## src/rtl/alu_panel_pkg.sv

```systemverilog
// -----------------------------------------------------------------------------
// alu_panel_pkg
// Shared types for the ALU entry front panel: the 4-bit ALU operation code,
// bit positions of the {C,V,N,Z} flag vector and the execution FSM states.
// No ports (package).
// -----------------------------------------------------------------------------
package alu_panel_pkg;

  typedef enum logic [3:0] {
    OP_ADD   = 4'd0,
    OP_SUB   = 4'd1,
    OP_INC   = 4'd2,
    OP_DEC   = 4'd3,
    OP_AND   = 4'd4,
    OP_OR    = 4'd5,
    OP_NOTA  = 4'd6,
    OP_NOTB  = 4'd7,
    OP_NAND  = 4'd8,
    OP_XOR   = 4'd9,
    OP_XNOR  = 4'd10,
    OP_SLL   = 4'd11,
    OP_SRL   = 4'd12,
    OP_SLT   = 4'd13,
    OP_SGE   = 4'd14,
    OP_PASSB = 4'd15
  } alu_op_e;

  // Bit positions inside flag_o = {C,V,N,Z}
  localparam int FLAG_Z = 0;
  localparam int FLAG_N = 1;
  localparam int FLAG_V = 2;
  localparam int FLAG_C = 3;

  typedef enum logic [1:0] {
    ST_IDLE  = 2'd0,
    ST_EXEC  = 2'd1,
    ST_WRITE = 2'd2
  } fsm_state_e;

endpackage

```

## src/rtl/alu_entry_panel_debounce.sv

```systemverilog
// -----------------------------------------------------------------------------
// panel_debounce
// Debouncer for one active-low raw push-button. The raw level is brought in
// through a 2-FF synchroniser; a counter runs while the synchronised level
// differs from the accepted (stable) level and the stable level flips once it
// has differed for DEB_CYCLES consecutive cycles. A one-cycle pulse is emitted
// when the stable level becomes "pressed" (low); releases are silent.
// Ports:
//   clk_i    system clock
//   rst_i    asynchronous reset, active-high (button treated as released)
//   btn_n_i  raw button level, low = pressed
//   pulse_o  one-cycle press pulse
// -----------------------------------------------------------------------------
module panel_debounce #(
  parameter int DEB_CYCLES = 20_000_000
) (
  input  logic clk_i,
  input  logic rst_i,
  input  logic btn_n_i,
  output logic pulse_o
);

  localparam int CNT_W = (DEB_CYCLES > 1) ? $clog2(DEB_CYCLES) : 1;
  localparam logic [CNT_W-1:0] CNT_LAST = CNT_W'(DEB_CYCLES - 1);

  logic             r_sync1;
  logic             r_sync2;
  logic             r_stable;
  logic             r_pulse;
  logic [CNT_W-1:0] r_cnt;

  logic w_differ;
  logic w_flip;

  assign w_differ = (r_sync2 != r_stable);
  assign w_flip   = w_differ && (r_cnt == CNT_LAST);

  always_ff @(posedge clk_i or posedge rst_i) begin
    if (rst_i) begin
      r_sync1  <= 1'b1;
      r_sync2  <= 1'b1;
      r_stable <= 1'b1;
      r_pulse  <= 1'b0;
      r_cnt    <= '0;
    end else begin
      r_sync1 <= btn_n_i;
      r_sync2 <= r_sync1;
      // Pulse only on the flip towards the pressed (low) level
      r_pulse <= w_flip & ~r_sync2;
      if (w_flip) begin
        r_stable <= r_sync2;
        r_cnt    <= '0;
      end else if (w_differ) begin
        r_cnt <= r_cnt + CNT_W'(1);
      end else begin
        r_cnt <= '0;
      end
    end
  end

  assign pulse_o = r_pulse;

endmodule

```

## src/rtl/alu_entry_panel.sv

```systemverilog
// -----------------------------------------------------------------------------
// alu_entry_panel
// Front-panel controller: four debounced buttons and a 4-bit switch bank load
// nibbles into a NUM_REGS x WIDTH register file; the exec button runs a
// registered ALU op between two selected registers and writes the result back
// to the register under the register cursor (IDLE -> EXEC -> WRITE -> IDLE).
// Ports:
//   clk_i, rst_i          clock, asynchronous active-high reset
//   btn_*_i               raw active-low buttons (enter, next nibble,
//                         next register, execute)
//   sw_nibble_i           nibble written by enter
//   alu_op_i              operation code (alu_op_e)
//   src_a_i, src_b_i      ALU source registers
//   display_o             contents of reg[reg_cursor] (combinational)
//   nib_cursor_o          selected nibble
//   reg_cursor_o          selected register / write-back destination
//   flag_o                {C,V,N,Z} of the last executed op
//   busy_o                execution in progress
//   digit_blank_o         per-digit blank mask
// Optional feature: define ALU_ENTRY_PANEL_BLINK_EN to blink the digit under
// the nibble cursor from a free-running 2^23-cycle counter while idle.
// -----------------------------------------------------------------------------
module alu_entry_panel
  import alu_panel_pkg::*;
#(
  parameter int WIDTH      = 24,
  parameter int NUM_REGS   = 4,
  parameter int DEB_CYCLES = 20_000_000,
  localparam int NIBBLES   = WIDTH / 4,
  localparam int REG_W     = $clog2(NUM_REGS),
  localparam int NIB_W     = ($clog2(NIBBLES) > 1) ? $clog2(NIBBLES) : 1
) (
  input  logic               clk_i,
  input  logic               rst_i,
  input  logic               btn_enter_i,
  input  logic               btn_next_nib_i,
  input  logic               btn_next_reg_i,
  input  logic               btn_exec_i,
  input  logic [3:0]         sw_nibble_i,
  input  logic [3:0]         alu_op_i,
  input  logic [REG_W-1:0]   src_a_i,
  input  logic [REG_W-1:0]   src_b_i,
  output logic [WIDTH-1:0]   display_o,
  output logic [NIB_W-1:0]   nib_cursor_o,
  output logic [REG_W-1:0]   reg_cursor_o,
  output logic [3:0]         flag_o,
  output logic               busy_o,
  output logic [NIBBLES-1:0] digit_blank_o
);

  localparam int MSB = WIDTH - 1;
  localparam logic [WIDTH-1:0] ONE       = {{(WIDTH-1){1'b0}}, 1'b1};
  localparam logic [WIDTH-1:0] SHIFT_LIM = WIDTH'(WIDTH);
  localparam logic [NIB_W-1:0] NIB_LAST  = NIB_W'(NIBBLES - 1);
  localparam logic [REG_W-1:0] REG_LAST  = REG_W'(NUM_REGS - 1);

  // ---------------- button debouncing ----------------
  // Index order: 0 enter, 1 next nibble, 2 next register, 3 execute
  logic [3:0] w_btn_raw;
  logic [3:0] w_pulse;

  assign w_btn_raw = {btn_exec_i, btn_next_reg_i, btn_next_nib_i, btn_enter_i};

  genvar gi;
  generate
    for (gi = 0; gi < 4; gi++) begin : g_deb
      panel_debounce #(.DEB_CYCLES(DEB_CYCLES)) u_deb (
        .clk_i   (clk_i),
        .rst_i   (rst_i),
        .btn_n_i (w_btn_raw[gi]),
        .pulse_o (w_pulse[gi])
      );
    end
  endgenerate

  // ---------------- state ----------------
  logic [WIDTH-1:0] r_regs [NUM_REGS];
  logic [NIB_W-1:0] r_nib_cursor;
  logic [REG_W-1:0] r_reg_cursor;
  fsm_state_e       r_state;
  alu_op_e          r_op;
  logic [WIDTH-1:0] r_a;
  logic [WIDTH-1:0] r_b;
  logic [WIDTH:0]   r_result;
  logic             r_ovf;
  logic [3:0]       r_flag;

  logic [NIB_W-1:0] w_nib_inc;
  logic [REG_W-1:0] w_reg_inc;

  assign w_nib_inc = (r_nib_cursor == NIB_LAST) ? '0 : r_nib_cursor + NIB_W'(1);
  assign w_reg_inc = (r_reg_cursor == REG_LAST) ? '0 : r_reg_cursor + REG_W'(1);

  // ---------------- ALU (combinational, evaluated in EXEC) ----------------
  logic [WIDTH-1:0] w_operand2;   // B, or 1 for inc/dec
  logic [WIDTH:0]   w_sum;
  logic [WIDTH:0]   w_diff;       // bit WIDTH is the borrow
  logic             w_a_lt_b;
  logic             w_shift_oor;
  logic [WIDTH:0]   w_alu;
  logic             w_ovf;

  assign w_operand2  = (r_op == OP_INC || r_op == OP_DEC) ? ONE : r_b;
  assign w_sum       = {1'b0, r_a} + {1'b0, w_operand2};
  assign w_diff      = {1'b0, r_a} - {1'b0, w_operand2};
  assign w_a_lt_b    = (r_a < r_b);
  assign w_shift_oor = (r_b >= SHIFT_LIM);

  always_comb begin
    w_alu = '0;
    w_ovf = 1'b0;
    case (r_op)
      OP_ADD, OP_INC: begin
        w_alu = w_sum;
        w_ovf = (r_a[MSB] == w_operand2[MSB]) && (w_sum[MSB] != r_a[MSB]);
      end
      OP_SUB, OP_DEC: begin
        w_alu = w_diff;
        w_ovf = (r_a[MSB] != w_operand2[MSB]) && (w_diff[MSB] != r_a[MSB]);
      end
      OP_AND:   w_alu = {1'b0, r_a & r_b};
      OP_OR:    w_alu = {1'b0, r_a | r_b};
      OP_NOTA:  w_alu = {1'b0, ~r_a};
      OP_NOTB:  w_alu = {1'b0, ~r_b};
      OP_NAND:  w_alu = {1'b0, ~(r_a & r_b)};
      OP_XOR:   w_alu = {1'b0, r_a ^ r_b};
      OP_XNOR:  w_alu = {1'b0, ~(r_a ^ r_b)};
      OP_SLL:   w_alu = w_shift_oor ? '0 : {1'b0, r_a << r_b};
      OP_SRL:   w_alu = w_shift_oor ? '0 : {1'b0, r_a >> r_b};
      OP_SLT:   w_alu = {{WIDTH{1'b0}}, w_a_lt_b};
      OP_SGE:   w_alu = {{WIDTH{1'b0}}, ~w_a_lt_b};
      OP_PASSB: w_alu = {1'b0, r_b};
      default:  w_alu = '0;
    endcase
  end

  // ---------------- control / register file ----------------
  always_ff @(posedge clk_i or posedge rst_i) begin
    if (rst_i) begin
      for (int i = 0; i < NUM_REGS; i++) r_regs[i] <= '0;
      r_nib_cursor <= '0;
      r_reg_cursor <= '0;
      r_state      <= ST_IDLE;
      r_op         <= OP_ADD;
      r_a          <= '0;
      r_b          <= '0;
      r_result     <= '0;
      r_ovf        <= 1'b0;
      r_flag       <= '0;
    end else begin
      case (r_state)
        ST_IDLE: begin
          if (w_pulse[3]) begin
            // Exec has priority: other pulses this cycle are dropped
            r_a     <= r_regs[src_a_i];
            r_b     <= r_regs[src_b_i];
            r_op    <= alu_op_e'(alu_op_i);
            r_state <= ST_EXEC;
          end else begin
            // Enter uses the cursors as they were before this edge
            if (w_pulse[0]) r_regs[r_reg_cursor][4*r_nib_cursor +: 4] <= sw_nibble_i;
            if (w_pulse[2]) begin
              r_reg_cursor <= w_reg_inc;
              r_nib_cursor <= '0;
            end else if (w_pulse[1]) begin
              r_nib_cursor <= w_nib_inc;
            end
          end
        end
        ST_EXEC: begin
          r_result <= w_alu;
          r_ovf    <= w_ovf;
          r_state  <= ST_WRITE;
        end
        ST_WRITE: begin
          r_regs[r_reg_cursor] <= r_result[WIDTH-1:0];
          r_flag[FLAG_Z]       <= (r_result[WIDTH-1:0] == '0);
          r_flag[FLAG_N]       <= r_result[MSB];
          r_flag[FLAG_V]       <= r_ovf;
          // Non-arithmetic ops leave bit WIDTH at 0, so C is 0 for them
          r_flag[FLAG_C]       <= r_result[WIDTH];
          r_state              <= ST_IDLE;
        end
        default: r_state <= ST_IDLE;
      endcase
    end
  end

  assign display_o    = r_regs[r_reg_cursor];
  assign nib_cursor_o = r_nib_cursor;
  assign reg_cursor_o = r_reg_cursor;
  assign flag_o       = r_flag;
  assign busy_o       = (r_state != ST_IDLE);

  // ---------------- digit blanking ----------------
`ifdef ALU_ENTRY_PANEL_BLINK_EN
  logic [22:0] r_blink_cnt;

  always_ff @(posedge clk_i or posedge rst_i) begin
    if (rst_i) r_blink_cnt <= '0;
    else       r_blink_cnt <= r_blink_cnt + 23'd1;
  end

  generate
    for (gi = 0; gi < NIBBLES; gi++) begin : g_blink
      assign digit_blank_o[gi] = (r_state == ST_IDLE) &&
                                 (r_nib_cursor == NIB_W'(gi)) &&
                                 r_blink_cnt[22];
    end
  endgenerate
`else
  assign digit_blank_o = '0;
`endif

endmodule

```

## config.mk

```make
export PLATFORM = sky130hd
export DESIGN_NAME = alu_entry_panel
export DESIGN_NICKNAME = d
export VERILOG_FILES = /design/src/rtl/alu_panel_pkg.sv /design/src/rtl/alu_entry_panel_debounce.sv /design/src/rtl/alu_entry_panel.sv
export SDC_FILE = /design/constraint.sdc
export NUM_CORES = 1
export LEC_CHECK = 0
export CAP_MARGIN = 20
export CORE_ASPECT_RATIO = 0.9
export CORE_MARGIN = 3
export CORE_UTILIZATION = 58
export DETAILED_ROUTE_END_ITERATION = 12
export PLACE_DENSITY = 0.78
export SETUP_SLACK_MARGIN = 0.5
export SYNTH_ARGS = -nofsm -noshare
export SYNTH_HDL_FRONTEND = slang
export SYNTH_HIERARCHICAL = 1
export SYNTH_SLANG_ARGS = --single-unit
```

## constraint.sdc

```tcl
create_clock -name clk_i -period 5.9 [get_ports clk_i]
set_input_delay 0.59 -clock clk_i [delete_from_list [all_inputs] [get_ports clk_i]]
set_output_delay 0.59 -clock clk_i [all_outputs]
set_load 0.01 [all_outputs]
```

==> metrics.md <==
| Metric | Value |
|---|---|
| Initial antenna violation count | 4 |
| Top_reg_cell synth | dfrtp_1 |
| Critical path's slowest cell | a31oi_1 |
| Setup crit start kind | flop |
| Endpoints failing hold | 0 |
| Port Buffers | approximately 50 |
| Clock power share | between 50% and 60% |
| Die width | ~220 µm |
| Fin Setup TNS | 0 ns |
| Least-Margin Pin Slew | 1.32 ns |
| Finish-stage setup viols | 0 |
| Post_cts resized | 0 |
| Cell count after synthesis | 2793 |
| DR vias/cell | 7.22 |
| Worst Setup Path Type | flop to flop |
| Starting density of the core | 59.2% |
| Share of cells above drive strength 1 | 11.6% |
| Crit-path max FO | 24 |
| Crit. End Element | flop |
| Hold depth | 0 |
| Slew HR | a little under an eighth |
| Worst path cell trace | nor2_1 > nand2_1 > nand2_1 > ha_1 > fa_1 > nor2b_1 > o2111ai_1 > nand3_1 > a31oi_1 > o21ai_0 > a31oi_1 > or4_1 > o211ai_1 |
| Placed Instances | 3253 |
| Vias in the first global route | 22.5k |
| First-pass GRT wire length | 137000 µm |
| Global route overflow | 0 |
| Drt pass-1 iters | 8 |
| Area growth syn-to-layout | 8.82% |
| Die Height | 200 µm |
| Reg2reg end | r_result[22] |
| Worst reg2reg startpoint | r_op[3] |
| Clock slew at reported path FFs | 0.06 ns |
| FF-to-FF path depth | 13 |
| Fmax | 227 MHz |
| Core Area | ~0.041 mm² |
| Flops & latches, synth | 301 |
| Io pins | 58 |
| Layout Cells excl Fill | 3332 |
| Final slew viol count | 0 |
| Clock Skew | slightly above 0.04 ns |
| Post-CTS setup buffers | 0 |
| Routed wire per std cell | between 20 and 30 µm |
| Aggregate routed wire length | 90800 µm |
| Pin count of the biggest net entering global routing | 104 |
| Synth Area per Inst | 8.69 µm² |
| CTS Root Cell | clkbuf_16 |
| PwrDens | 170 mW/mm² |
| Final core occ | 64.4% |
| Mapped cell area | 0.0243 mm² |
| CTS Sinks | 301 |
| Part of the power in combinational logic | 3.1% |
| CP required | 6.33 ns |
| Total power draw | 4500 µW |
| DRC Markers | 0 |
| H-tree depth | 2 |
| Initial drt markers | approximately 3.5k |
| Period Utilization, post-route | 74.8% |
| Max-Cap Viols | 0 |
| Crit path DAT | 4.85 ns |
| Power Internal | 3440 µW |
| Yosys cell types | slightly above 90 |
| Cell Rows | 70 |
| Cts bufs inserted | 36 |
| All-Layer GR Usage | 39.8% |
| Net Switching | 1060 µW |
| P_leak | 0.00980 µW |
| Clk Latency, worst-skew pair | between 0.5 and 0.6 ns |
| Hold Path End | g_deb[2].u_deb/r_sync2 |
| Asr flop ratio synth | 100% |
| Reg power frac | 46.4% |
| RSZ-0062 raised after global routing | false |
| CTS Hold Bufs | 0 |
| Hold Path Origin | g_deb[2].u_deb/r_sync1 |
| HP Class | flop to flop |
| EDFF count, synth | 0 |
| DR vias | 24.1k |
| Die area | about 0.044 mm² |
| Reg2reg setup slack | approximately 1.5 ns |
| Worst path max stage delay | roughly 0.7 ns |
| Run status | complete, no violations |
| CTS tree | built |
| RePlAce Congestion | 1.13 |
| DP Wirelength | 65200 µm |
| Clock Path Buffers | 3 |
| Final nets | 2916 |
| Total placed instance area | 0.0251 mm² |
| Design area | 0.0264 mm² |
| Switching share of power | 23.6% |
| Tmin final | about 4.4 ns |
| Max rail drop VDD | 0.256 mV |
| Ys Warns | 6 |
| Detail Route Antenna Nets | 0 |
| Seq/Total Area, Yosys | a little under a third |
## worst max-delay path: cells and delay by family, from the launching register on
kind / cells / cell delay [ns]
simple gates: 6 / 1.64
flops: 1 / 0.40
compound gates: 5 / 1.77
fa+ha+maj: 2 / 0.47
## Yosys cell counts, drive strengths merged (42+ instances only)
| library cell | instances | area (µm²) |
|---|---|---|
| mux4 | 91 | 2050 |
| dfrtp | 289 | 7230 |
| nand2 | 242 | 918 |
| buf | 71 | 402 |
| xor2 | 48 | 420 |
| clkbuf | 107 | 407 |
| a211oi | 58 | 556 |
| mux2i | 47 | 470 |
| nor3 | 115 | 576 |
| xnor2 | 42 | 368 |
| inv | 123 | 462 |
| nor2 | 330 | 1240 |
| nor4 | 47 | 294 |
| o21ai | 149 | 746 |
| a21oi | 283 | 1420 |
| o22ai | 43 | 269 |
| ha | 136 | 1700 |
| nand3 | 64 | 370 |
## final cells by class
type / count / area (µm²)
multi-input combinational: 2194 / 15500
antenna: 4 / 10.0
tap: 540 / 676
fill: 3357 / 14600
clock buffer: 58 / 1080
sequential: 301 / 7550
clock inverter: 8 / 101
timing repair buffer: 102 / 971
inverter: 125 / 473
## power groups by stage
| stage | sequential [µW] | combinational (µW) | clock (µW) |
|---|---|---|---|
| after floorplan | 2120 | 88.6 | 0 |
| after global placement | 2120 | 130 | 0 |
| after detailed placement | 2120 | 133 | 0 |
| after CTS | 2090 | 133 | 2280 |
| after global routing | 2090 | 152 | 2380 |
| final | 2090 | 139 | 2270 |
## cell usage in the layout (no fill, tap or decap), types with 15 or more instances in the layout
cell type	n
mux2i_1	47
xnor2_1	38
or3_1	17
nor3_1	109
nand3_1	60
xor2_1	48
o22ai_1	43
o21ai_0	147
inv_1	119
a221oi_1	17
o211ai_1	22
or4_1	25
and4_1	22
nand2_1	238
a211oi_1	34
ha_1	136
nand4_1	31
dfrtp_1	284
clkbuf_16	36
mux2_2	30
clkdlybuf4s50_1	47
nor2b_1	23
nor2_1	329
buf_4	39
a211oi_2	24
nand2b_1	29
and3_1	15
nor4_1	47
mux4_2	91
a31oi_1	19
a21oi_1	282
o31ai_1	37
o221ai_1	15
## routing by layer
metal | vias to the layer above | global-route usage, % | wire (µm)
li1 | 10287 | - | -
met1 | 11490 | 53.6 | 34300
met2 | 1835 | 57.4 | 37400
met3 | 442 | 12.0 | 12400
met4 | 2 | 23.2 | 6660
met5 | - | 0 | 13
## registers in the layout, indices dropped and copies added, names as in the netlist
name,cells
r_op,4
g_deb.u_deb/pulse_o,4
reg_cursor_o,2
r_b,24
r_ovf,1
r_a,24
flag_o,4
g_deb.u_deb/r_stable,4
g_deb.u_deb/r_sync1,4
nib_cursor_o,3
r_regs,96
r_state,2
r_result,25
g_deb.u_deb/r_cnt,100
g_deb.u_deb/r_sync2,4
## kinds of logic (layout without fill, tap and decap cells)
kind of cell             after synthesis  count (layout)  synth area share, %
AND/OR/NAND/NOR                     1031            1031                 21.2
AO/OA/AOI/OAI                        756             756                 20.0
buffers and inverters                303             293                 5.27
flip-flops                           301             301                 31.1
multiplexers                         173             173                 12.0
adder cells (fa/ha/maj)              138             138                 7.18
XOR/XNOR                              90              90                 3.25
other                                  1              10               0.0155
## through the flow
step | hold slack [ns] | worst slack (ns)
after global routing | 0.358 | 1.31
final | 0.355 | 1.49
after global placement | 0.346 | 1.89
after CTS | 0.357 | 1.66
after floorplan | 0.345 | 1.61
after detailed placement | 0.349 | 1.67
## how the worst max path moves through the flow
stage,depth (start not counted),startpoint,to
detailed placement,13,r_op[3],r_result[22]
global placement,13,r_op[3],r_result[22]
global route,13,r_op[3],r_result[20]
floorplan,17,r_op[1],r_result[17]
finish,13,r_op[3],r_result[22]
CTS,13,r_op[3],r_result[22]
No activity file was read; power rests on OpenSTA's default activity.
